$ cat src/rtl/univ_shift_reg.sv
// Universal shift register: manual shift/rotate/load/clear modes plus an auto serializer FSM.
// Latency: every output is registered, one edge after its inputs; auto serialize = load edge + WIDTH shift edges.
// Backpressure: en=0 freezes all state (done forced low); start is ignored while busy, with no queuing.
//
// Ports:
//   clock, reset     rising-edge clock, synchronous active-high reset
//   en               clock enable (holds state, never clears)
//   mode[2:0]        manual op: 000 hold, 001 shr, 010 shl, 011 ror, 100 rol, 101 asr, 110 load, 111 clear
//   new_bit, din     serial and parallel inputs
//   start            auto-serialize request, sampled only in IDLE
//   d_out            last bit shifted or rotated out
//   reg_bits         register contents
//   shift_cnt        shifts since the last load/clear, saturating at WIDTH
//   busy, done       serializer active / one-cycle completion pulse
//   parity_out       XOR-reduce of reg_bits (only when UNIV_SHIFT_PARITY_EN is defined)
// Optional macro: UNIV_SHIFT_PARITY_EN adds the parity_out port and its register.

module univ_shift_reg #(
  parameter int WIDTH    = 8,
  parameter bit AUTO_DIR = 1'b0
) (
  input  logic                       clock,
  input  logic                       reset,
  input  logic                       en,
  input  logic [2:0]                 mode,
  input  logic                       new_bit,
  input  logic [WIDTH-1:0]           din,
  input  logic                       start,
  output logic                       d_out,
  output logic [WIDTH-1:0]           reg_bits,
  output logic [$clog2(WIDTH+1)-1:0] shift_cnt,
  output logic                       busy,
`ifdef UNIV_SHIFT_PARITY_EN
  output logic                       done,
  output logic                       parity_out
`else
  output logic                       done
`endif
);

  localparam int CW = $clog2(WIDTH + 1);
  localparam logic [CW-1:0] CNT_MAX  = CW'(WIDTH);
  localparam logic [CW-1:0] CNT_LAST = CW'(WIDTH - 1);

  typedef enum logic {
    IDLE  = 1'b0,
    SHIFT = 1'b1
  } state_t;

  state_t           state_q, state_d;
  logic [WIDTH-1:0] reg_q, reg_d;
  logic             dout_q, dout_d;
  logic [CW-1:0]    cnt_q, cnt_d;
  logic             done_q, done_d;
  logic             shift_op;

  always_comb begin
    state_d  = state_q;
    reg_d    = reg_q;
    dout_d   = dout_q;
    cnt_d    = cnt_q;
    done_d   = 1'b0;
    shift_op = 1'b0;

    if (state_q == SHIFT) begin
      shift_op = 1'b1;
      if (AUTO_DIR) begin
        reg_d  = {reg_q[WIDTH-2:0], new_bit};
        dout_d = reg_q[WIDTH-1];
      end else begin
        reg_d  = {new_bit, reg_q[WIDTH-1:1]};
        dout_d = reg_q[0];
      end
      // Counter was zeroed at load, so this is the WIDTH-th shift.
      if (cnt_q == CNT_LAST) begin
        state_d = IDLE;
        done_d  = 1'b1;
      end
    end else if (start) begin
      reg_d   = din;
      dout_d  = 1'b0;
      cnt_d   = '0;
      state_d = SHIFT;
    end else begin
      unique case (mode)
        3'b000: ;
        3'b001: begin
          reg_d    = {new_bit, reg_q[WIDTH-1:1]};
          dout_d   = reg_q[0];
          shift_op = 1'b1;
        end
        3'b010: begin
          reg_d    = {reg_q[WIDTH-2:0], new_bit};
          dout_d   = reg_q[WIDTH-1];
          shift_op = 1'b1;
        end
        3'b011: begin
          reg_d    = {reg_q[0], reg_q[WIDTH-1:1]};
          dout_d   = reg_q[0];
          shift_op = 1'b1;
        end
        3'b100: begin
          reg_d    = {reg_q[WIDTH-2:0], reg_q[WIDTH-1]};
          dout_d   = reg_q[WIDTH-1];
          shift_op = 1'b1;
        end
        3'b101: begin
          reg_d    = {reg_q[WIDTH-1], reg_q[WIDTH-1:1]};
          dout_d   = reg_q[0];
          shift_op = 1'b1;
        end
        3'b110: begin
          reg_d  = din;
          dout_d = 1'b0;
          cnt_d  = '0;
        end
        default: begin
          reg_d  = '0;
          dout_d = 1'b0;
          cnt_d  = '0;
        end
      endcase
    end

    // Saturating count: sticks at WIDTH instead of wrapping.
    if (shift_op && (cnt_q != CNT_MAX)) begin
      cnt_d = cnt_q + CW'(1);
    end
  end

  always_ff @(posedge clock) begin
    if (reset) begin
      state_q <= IDLE;
      reg_q   <= '0;
      dout_q  <= 1'b0;
      cnt_q   <= '0;
      done_q  <= 1'b0;
    end else if (en) begin
      state_q <= state_d;
      reg_q   <= reg_d;
      dout_q  <= dout_d;
      cnt_q   <= cnt_d;
      done_q  <= done_d;
    end else begin
      // Stall: everything holds except the done pulse, which must not stretch.
      done_q <= 1'b0;
    end
  end

`ifdef UNIV_SHIFT_PARITY_EN
  logic parity_q;

  // Parity of the value being written, so it always tracks reg_bits.
  always_ff @(posedge clock) begin
    if (reset) begin
      parity_q <= 1'b0;
    end else if (en) begin
      parity_q <= ^reg_d;
    end
  end

  assign parity_out = parity_q;
`endif

  assign d_out     = dout_q;
  assign reg_bits  = reg_q;
  assign shift_cnt = cnt_q;
  assign busy      = (state_q == SHIFT);
  assign done      = done_q;

endmodule

$ cat config.mk
export PLATFORM = sky130hd
export DESIGN_NAME = univ_shift_reg
export DESIGN_NICKNAME = d
export VERILOG_FILES = /design/src/rtl/univ_shift_reg.sv
export SDC_FILE = /design/constraint.sdc
export NUM_CORES = 1
export LEC_CHECK = 0
export ABC_AREA = 1
export CORE_UTILIZATION = 30
export DETAILED_ROUTE_END_ITERATION = 16
export GPL_TIMING_DRIVEN = 0
export PLACE_DENSITY_LB_ADDON = 0.15
export SLEW_MARGIN = 0
export SYNTH_ARGS = -nofsm -noshare
export SYNTH_HDL_FRONTEND = slang
export SYNTH_SLANG_ARGS = --single-unit
$ cat constraint.sdc
create_clock -name clock -period 3.3 [get_ports clock]
set_input_delay 0.825 -clock clock [delete_from_list [all_inputs] [get_ports clock]]
set_output_delay 0.825 -clock clock [all_outputs]
set_load 0.02 [all_outputs]
==> results of run 1 <==
## layer usage
metal | global-route usage (%) | up-vias
li1 | - | 681
met1 | 26.0 | 569
met2 | 24.9 | 30
met3 | 2.90 | 6
met4 | 5.11 | 0
met5 | 0 | -
## layout make-up
type / count / area [um^2] / area share (%)
Inverter: 18 / 70.1 / 4.62
Sequential cell: 15 / 300 / 19.8
Clock buffer: 4 / 45.0 / 2.97
Buffer: 5 / 35.0 / 2.31
Tap cell: 48 / 60.1 / 3.96
Multi-Input combinational cell: 151 / 737 / 48.6
Timing Repair Buffer: 27 / 270 / 17.8
## metrics by stage
stage	hold slack, ns	power (uW)	cells
final	0.554	514	268
after global routing	0.579	548	268
after CTS	0.561	517	268
after detailed placement	0.537	359	264
after global placement	0.550	360	264
after floorplan	0.594	298	189
## registers in the layout, summed over array words and instances (netlist names)
name	count
d_out	1
done	1
shift_cnt	4
busy	1
reg_bits	8
## power breakdown
| group | internal [uW] | switching (uW) | total (uW) | leakage, uW |
|---|---|---|---|---|
| logic | 62.0 | 87.2 | 149 | 0.000502 |
| clock network | 85.7 | 73.2 | 159 | 0.0000228 |
| registers | 192 | 13.6 | 206 | 0.000123 |
## placed cells by master (no fill, tap or decap), types with 2 or more instances in the layout
cell type / netlist / final
nand2_1: 61 / 61
inv_1: 14 / 14
nand2_2: 5 / 5
inv_2: 3 / 3
nor2_4: 2 / 2
o21ai_0: 14 / 14
a21oi_2: 2 / 2
buf_4: 2 / 2
nor2_1: 16 / 16
o21ai_1: 2 / 2
nand3_1: 19 / 19
dfxtp_1: 15 / 15
clkdlybuf4s50_1: 0 / 27
clkbuf_8: 0 / 3
clkbuf_1: 1 / 2
a21oi_1: 18 / 18
ha_1: 2 / 2
nand2_4: 2 / 2
## worst paths after layout
path	start	endpoint	cells past startpoint
worst max-delay path	reg_bits[0]	reg_bits[0]	1
worst min-delay path	d_out	d_out	2
worst min register to register	d_out	d_out	2
worst max register to register	busy	reg_bits[5]	8
## cell families (layout without fill, tap and decap cells)
kind of cell	after synthesis	after routing	synth area share (%)
AOI/OAI and AO/OA	38	38	18.4
DFF	15	15	26.3
buffers and inverters	23	54	9.20
adders and majority gates	2	2	2.19
and+or+nand+nor	111	111	43.9
==> metrics.csv, run 1 <==
stage,metric,value,unit
routing,wire_per_inst,12.1,um
place,place_congestion,0.865,
critical_path,critPathArrivalTime,1.36,ns
cts,cts_tree,done,
logic_synthesis,syn-instance-count,189,
routing,wl_met1,1.66,mm
finish,fill_cells,403,
global_route,grt_overflow,0,
cts,path_clk_slew,0.07,ns
critical_path,setup.worst_path.start_class,flop,
critical_path,crit_type,flop to primary output,
routing,dr.pass1.iters,4,
place,pre_cts_slack,0.893,ns
global_route,grt_pass1_vias,1123,
sta,relSlewSlack,64.3,%
finish,fin_nets,239,
critical_path,end_kind,primary output,
logic_synthesis,synth_ff_type,dfxtp_1,
routing,via_per_inst,4.80,
cts,clk_latency,0.26,ns
finish,utilization,41.5,%
sta,worst-slew-pin-transition,0.536,ns
floorplanning,die_w,63.7,um
floorplanning,io_pins,31,
sta,period_minus_slack,2.18,ns
logic_synthesis,yosysMostFrequentCell,nand2_1,
floorplanning,num_rows,22,
logic_synthesis,ys.warnings.count,0,
sta,finalCritPeriodShare,66.1,%
critical_path,slowest_delay,0.65,ns
pwr,p_leak,0.000648,uW
routing,postRouteAntennaNets,0,
logic_synthesis,syn_area,1140,um^2
routing,dr_wl_met3,183,um
global_route,grt_first_pass_wirelength,5.50,mm
logic_synthesis,synthArstFlopShare,0,%
pwr,peakVddDrop,0.000206,V
logic_synthesis,syn_avg_cell_area,6.04,um^2
logic_synthesis,synth_top_area_share,26.3,%
pwr,power_density,338,nW/um^2
finish,final_area,1520,um^2
critical_path,critPathSlowestCell,clkdlybuf4s50_1,
place,place_area,1470,um^2
cts,cts_hold_buf,0,
critical_path,cpLargestDelayFamily,buffers and inverters,
finish,drive_gt1_share,11.4,%
sta,rsz0062_at_grt,no,
cts,cts_setup_buffers,0,
sta,setup_viol_count_final,0,
job,drv_cap,0,
floorplanning,core_area,3660,um^2
global_route,grt_max_degree,11,
sta,fmax,459,MHz
logic_synthesis,synth_cell_types,27,
logic_synthesis,syn_nets,207,
cts,cts_buffer_depth,2,
sta,slew_violations,0,
routing,route.detailed.drc,0,
sta,skew,0.00743,ns
cts,numCtsBuffers,3,
routing,highest_layer,met4,
cts,root_buffer,clkbuf_8,
floorplanning,initial_utilization,31.2,%
logic_synthesis,yosysSeqAreaShare,26.3,%
finish,num_antenna_cells,0,
global_route,antenna_found_initial,0,
min_path,min_path_type,flop to flop,
critical_path,reg2reg_slack,1.92,ns
routing,drt_iter0_drc,73,
place,io_buffers,27,
sta,final_hold_viol_count,0,
routing,vias,1286,
routing,wl_met2,1.36,mm
critical_path,cp_data_required_time,2.47,ns
logic_synthesis,synth_top_cells_by_count,"nand2_1, nand3_1, a21oi_1",
critical_path,crit_chain,clkdlybuf4s50_1,
logic_synthesis,synth_edf_count,0,
sta,setup_ws,1.12,ns
logic_synthesis,ys_top_cells_by_area,"dfxtp_1, nand2_1, nand3_1",
floorplanning,die_height,63.7,um
global_route,grtUsageTotal,17.4,%
logic_synthesis,synth_top_cell_by_area,dfxtp_1,
finish,area_delta_synth_final,32.9,%
floorplanning,die_area,4060,um^2
critical_path,crit_fanout,6,
place,hpwlAfterDp,2.38,mm
routing,finalWirelength,3.25,mm
logic_synthesis,synth_seq_cells,15,
sta,fin_tns_setup,0,ns
cts,cts_sinks,15,
cts,cts.htree.levels,1,
cts,cts_resized,0,
critical_path,crit_buf_inv,1,
status,status,finished clean,
(Power assumes the default switching activity.)
==> inputs of run 2 (changes only) <==
Clock period 3.3 ns to 1.9 ns, I/O delays scaled along.
==> metrics.csv, run 2 (synthesis gave the netlist of run 1 again) <==
stage,metric,value,unit,change
cts,path_clk_slew,0.07,ns,about the same
critical_path,end_kind,primary output,,
floorplanning,num_rows,22,,unchanged
critical_path,setup.worst_path.start,reg_bits[0],,
floorplanning,initial_utilization,31.2,%,unchanged
critical_path,critPathArrivalTime,1.36,ns,about the same
critical_path,r2r_end,reg_bits[5],,
cts,cts.htree.levels,1,,unchanged
routing,wire_per_inst,12.1,um,about the same
sta,rsz0062_at_grt,no,,
critical_path,slowest_delay,0.65,ns,about the same
sta,fin_tns_setup,0,ns,unchanged
routing,route.detailed.drc,0,,unchanged
sta,final_hold_viol_count,0,,unchanged
routing,finalWirelength,3.25,mm,about the same
floorplanning,io_pins,31,,unchanged
sta,worst-slew-pin-transition,0.536,ns,unchanged
finish,fill_cells,402,,-0.25%
critical_path,crit_buf_inv,1,,unchanged
place,io_buffers,27,,unchanged
floorplanning,core_area,3660,um^2,unchanged
global_route,grtUsageTotal,17.4,%,unchanged
finish,final_area,1520,um^2,+0.16%
critical_path,reg2reg_slack,0.52,ns,-1.40 ns
cts,cts_tree,done,,
cts,cts_buffer_depth,2,,unchanged
critical_path,cpLargestDelayFamily,buffers and inverters,,
floorplanning,die_w,63.7,um,unchanged
routing,dr.pass1.iters,4,,unchanged
finish,final_common_cell,nand2_1,,
floorplanning,die_height,63.7,um,unchanged
finish,num_antenna_cells,0,,unchanged
sta,fmax,546,MHz,
routing,via_per_inst,4.80,,unchanged
critical_path,r2r_start,busy,,
critical_path,crit_chain,clkdlybuf4s50_1,,
pwr,p_total,892,uW,+74%
floorplanning,die_area,4060,um^2,unchanged
global_route,grt_pass1_vias,1123,,unchanged
critical_path,setup.worst_path.start_class,flop,,
routing,postRouteAntennaNets,0,,unchanged
place,hpwlAfterDp,2.38,mm,unchanged
sta,slew_violations,0,,unchanged
cts,cts_sinks,15,,unchanged
global_route,grt_first_pass_wirelength,5.50,mm,unchanged
finish,largest_register_ffs,8,,unchanged
sta,period_minus_slack,1.83,ns,
cts,clk_latency,0.26,ns,about the same
routing,drt_iter0_drc,73,,unchanged
place,placed_cells,264,,unchanged
critical_path,cp_num_cells,1,,unchanged
place,pre_cts_slack,-0.157,ns,-1.05 ns
critical_path,cp_data_required_time,1.42,ns,-1.05 ns
cts,cts_hold_buf,0,,unchanged
critical_path,crit_fanout,6,,unchanged
global_route,grt_overflow,0,,unchanged
finish,drive_gt1_share,11.4,%,unchanged
critical_path,r2r_cells,8,,unchanged
pwr,power_density,587,nW/um^2,+73%
global_route,antenna_found_initial,0,,unchanged
pwr,peakVddDrop,0.000359,V,+74%
sta,skew,0.00743,ns,unchanged
global_route,grt_max_degree,11,,unchanged
critical_path,crit_type,flop to primary output,,
finish,post_layout_nonfiller_instances,268,,unchanged
pwr,p_leak,0.000658,uW,+1.4%
place,place_congestion,0.865,,unchanged
sta,finalCritPeriodShare,96.4,%,
place,place_area,1470,um^2,unchanged
job,drv_cap,0,,unchanged
routing,vias,1286,,unchanged
critical_path,critPathSlowestCell,clkdlybuf4s50_1,,
critical_path,crit_end,reg_bits[0],,
finish,fin_nets,239,,unchanged
sta,setup_viol_count_final,0,,unchanged
cts,numCtsBuffers,3,,unchanged
sta,setup_ws,0.0693,ns,-1.05 ns
status,status,finished clean,,
finish,layout_common_cells,"nand2_1, clkdlybuf4s50_1, nand3_1",,
min_path,min_path_type,flop to flop,,
cts,root_buffer,clkbuf_8,,
sta,relSlewSlack,64.3,%,unchanged
finish,area_delta_synth_final,33.1,%,
run 2: power by group:
part | leakage (uW) | total, uW | internal, uW | switching (uW)
clock | 0.0000228 | 276 | 149 | 127
sequential | 0.000123 | 357 | 334 | 23.6
combinational | 0.000512 | 259 | 107 | 151
run 2: layout make-up:
cell class | instances | area, um^2 | share of cell area [%]
Buffer | 5 | 35.0 | 2.30
Multi-Input combinational cell | 151 | 737 | 48.5
Timing Repair Buffer | 27 | 273 | 17.9
Clock buffer | 4 | 45.0 | 2.96
Inverter | 18 | 70.1 | 4.61
Tap cell | 48 | 60.1 | 3.95
Sequential cell | 15 | 300 | 19.8
run 2: repair_timing:
action,4_1_cts,5_1_grt
setup buffers,0,0
gates resized for setup,0,1
endpoints found under the setup margin,0,4
run 2: layer usage:
layer | share of wire [%] | wire length (um) | up-vias | GRT usage [%]
met5 | 0 | 0 | - | 0
met1 | 51 | 1660 | 569 | 26.0
li1 | - | - | 681 | -
met3 | 5.6 | 183 | 6 | 2.90
met4 | 1.5 | 48 | 0 | 5.11
met2 | 42 | 1360 | 30 | 24.9
run 2: how the worst min path moves through the flow:
stage                 start            to  cells past startpoint
6_report              d_out         d_out                      2
5_1_grt        shift_cnt[1]  shift_cnt[1]                      2
4_1_cts               d_out         d_out                      2
3_5_place_dp          d_out         d_out                      2
3_3_place_gp   shift_cnt[3]  shift_cnt[3]                      2
2_1_floorplan         reset  shift_cnt[1]                      1
run 2: per-stage QoR:
step / hold WS (ns) / util (%)
after floorplan: 0.544 / -
after global placement: 0.550 / 40.2
after detailed placement: 0.537 / 40.2
after CTS: 0.561 / 41.5
after global routing: 0.579 / 41.5
final: 0.554 / 41.5
==> inputs of run 3 (changes only) <==
Settings changed: GPL_TIMING_DRIVEN 0 to not set.
==> metrics.csv, run 3 (synthesis gave the netlist of run 1 again) <==
stage,metric,value,unit,change
sta,skew,0.00551,ns,-0.00193 ns
sta,relSlewSlack,71.8,%,+7.5 points
finish,post_layout_nonfiller_instances,283,,+5.6%
global_route,grtUsageTotal,16.6,%,-0.80 points
sta,fmax,557,MHz,+2.0%
floorplanning,num_rows,22,,unchanged
routing,drt_iter0_drc,129,,+77%
critical_path,critPathSlowestCell,clkdlybuf4s50_1,,
routing,finalWirelength,3.29,mm,+1.1%
cts,cts_hold_buf,0,,unchanged
cts,clk_latency,0.25,ns,about the same
critical_path,slowest_delay,0.65,ns,about the same
critical_path,crit_chain,clkdlybuf4s50_1,,
routing,postRouteAntennaNets,0,,unchanged
status,status,finished clean,,
place,placed_cells,279,,+5.7%
global_route,antenna_found_initial,0,,unchanged
floorplanning,initial_utilization,31.2,%,unchanged
cts,cts_tree,done,,
place,io_buffers,30,,+11%
finish,area_delta_synth_final,43.6,%,
finish,num_antenna_cells,0,,unchanged
place,hpwlAfterDp,2.50,mm,+4.9%
sta,setup_ws,0.104,ns,+0.0351 ns
cts,path_clk_slew,0.06,ns,about the same
critical_path,crit_buf_inv,1,,unchanged
cts,cts_buffer_depth,2,,unchanged
floorplanning,die_area,4060,um^2,unchanged
sta,final_hold_viol_count,0,,unchanged
global_route,grt_first_pass_wirelength,5.34,mm,-2.9%
pwr,peakVddDrop,0.000303,V,-16%
pwr,p_leak,0.000723,uW,+10%
critical_path,cpLargestDelayFamily,buffers and inverters,,
critical_path,setup.worst_path.start_class,flop,,
sta,rsz0062_at_grt,no,,
finish,fin_nets,254,,+6.3%
routing,route.detailed.drc,0,,unchanged
critical_path,end_kind,primary output,,
floorplanning,core_area,3660,um^2,unchanged
cts,cts_resized,0,,unchanged
cts,cts.htree.levels,1,,unchanged
finish,largest_register_ffs,8,,unchanged
critical_path,crit_type,flop to primary output,,
routing,wire_per_inst,11.6,um,-4.2%
floorplanning,io_pins,31,,unchanged
global_route,grt_max_degree,12,,+1
pwr,power_density,558,nW/um^2,-5.0%
job,drv_cap,0,,unchanged
floorplanning,die_w,63.7,um,unchanged
critical_path,cp_data_required_time,1.42,ns,about the same
routing,dr.pass1.iters,5,,+1
critical_path,critPathArrivalTime,1.32,ns,-0.04 ns
global_route,grt_pass1_vias,1119,,-0.36%
place,pre_cts_slack,-0.0891,ns,+0.0681 ns
cts,cts_setup_buffers,0,,unchanged
min_path,min_path_type,flop to flop,,
sta,whs,0.541,ns,-0.0128 ns
sta,worst-slew-pin-transition,0.423,ns,-0.113 ns
sta,period_minus_slack,1.80,ns,-0.0351 ns
finish,utilization,44.8,%,+3.3 points
sta,setup_viol_count_final,0,,unchanged
global_route,grt_overflow,0,,unchanged
routing,vias,1357,,+5.5%
place,place_congestion,0.883,,+2.1%
cts,cts_sinks,15,,unchanged
floorplanning,die_height,63.7,um,unchanged
finish,drive_gt1_share,16.2,%,+4.8 points
finish,final_common_cell,nand2_1,,
sta,finalCritPeriodShare,94.5,%,-1.8 points
routing,via_per_inst,4.80,,about the same
cts,root_buffer,clkbuf_8,,
cts,numCtsBuffers,3,,unchanged
finish,layout_common_cells,"nand2_1, clkdlybuf4s50_1, nand3_1",,
critical_path,crit_fanout,6,,unchanged
sta,slew_violations,0,,unchanged
[run 3: cell count changes in the layout (fill, tap and decap cells not counted), sizes merged]
cell	previous run	this run
buf	4	17
dlymetal6s2s	1	0
clkdlybuf4s50	26	30
clkbuf	5	4
[run 3: path summary, 6_finish.rpt]
kind | cells past startpoint | endpoint | slack (ns) | from
worst max-delay path | 1 | shift_cnt[3] | 0.10 | shift_cnt[3]
worst min-delay path | 2 | d_out | 0.54 | d_out
worst max register to register | 6 | reg_bits[0] | 0.40 | busy
worst min register to register | 2 | d_out | 0.54 | d_out
[run 3: metrics by stage]
step           cell area [um^2]  power [uW]  setup TNS, ns
2_1_floorplan              1140         517              0
3_3_place_gp               1600         651         -0.473
3_5_place_dp               1600         648         -0.536
4_1_cts                    1640         919              0
5_1_grt                    1640         965              0
6_report                   1640         915              0
[run 3: routing by layer]
| metal | vias to the layer above | global-route usage [%] | wire length (um) | share of wire, % |
|---|---|---|---|---|
| met1 | 600 | 24.2 | 1620 | 49 |
| met5 | - | 0 | 0 | 0 |
| met3 | 2 | 2.72 | 192 | 5.8 |
| met2 | 44 | 24.7 | 1470 | 45 |
| li1 | 711 | - | - | - |
| met4 | 0 | 4.26 | 14 | 0.43 |
[run 3: cell type report]
type                    instances  area (um^2)
inverters                      18         70.1
well taps                      48         60.1
fillers                       384         2020
flip-flops and latches         15          300
clock buffers                   4         45.0
multi-input cells             151          737
repair buffers                 47          428
[run 3: power by group]
| part | internal [uW] | leakage, uW | switching (uW) |
|---|---|---|---|
| combinational | 130 | 0.000577 | 160 |
| clock | 149 | 0.0000228 | 122 |
| sequential | 334 | 0.000123 | 19.6 |
| total | 612 | 0.000723 | 302 |
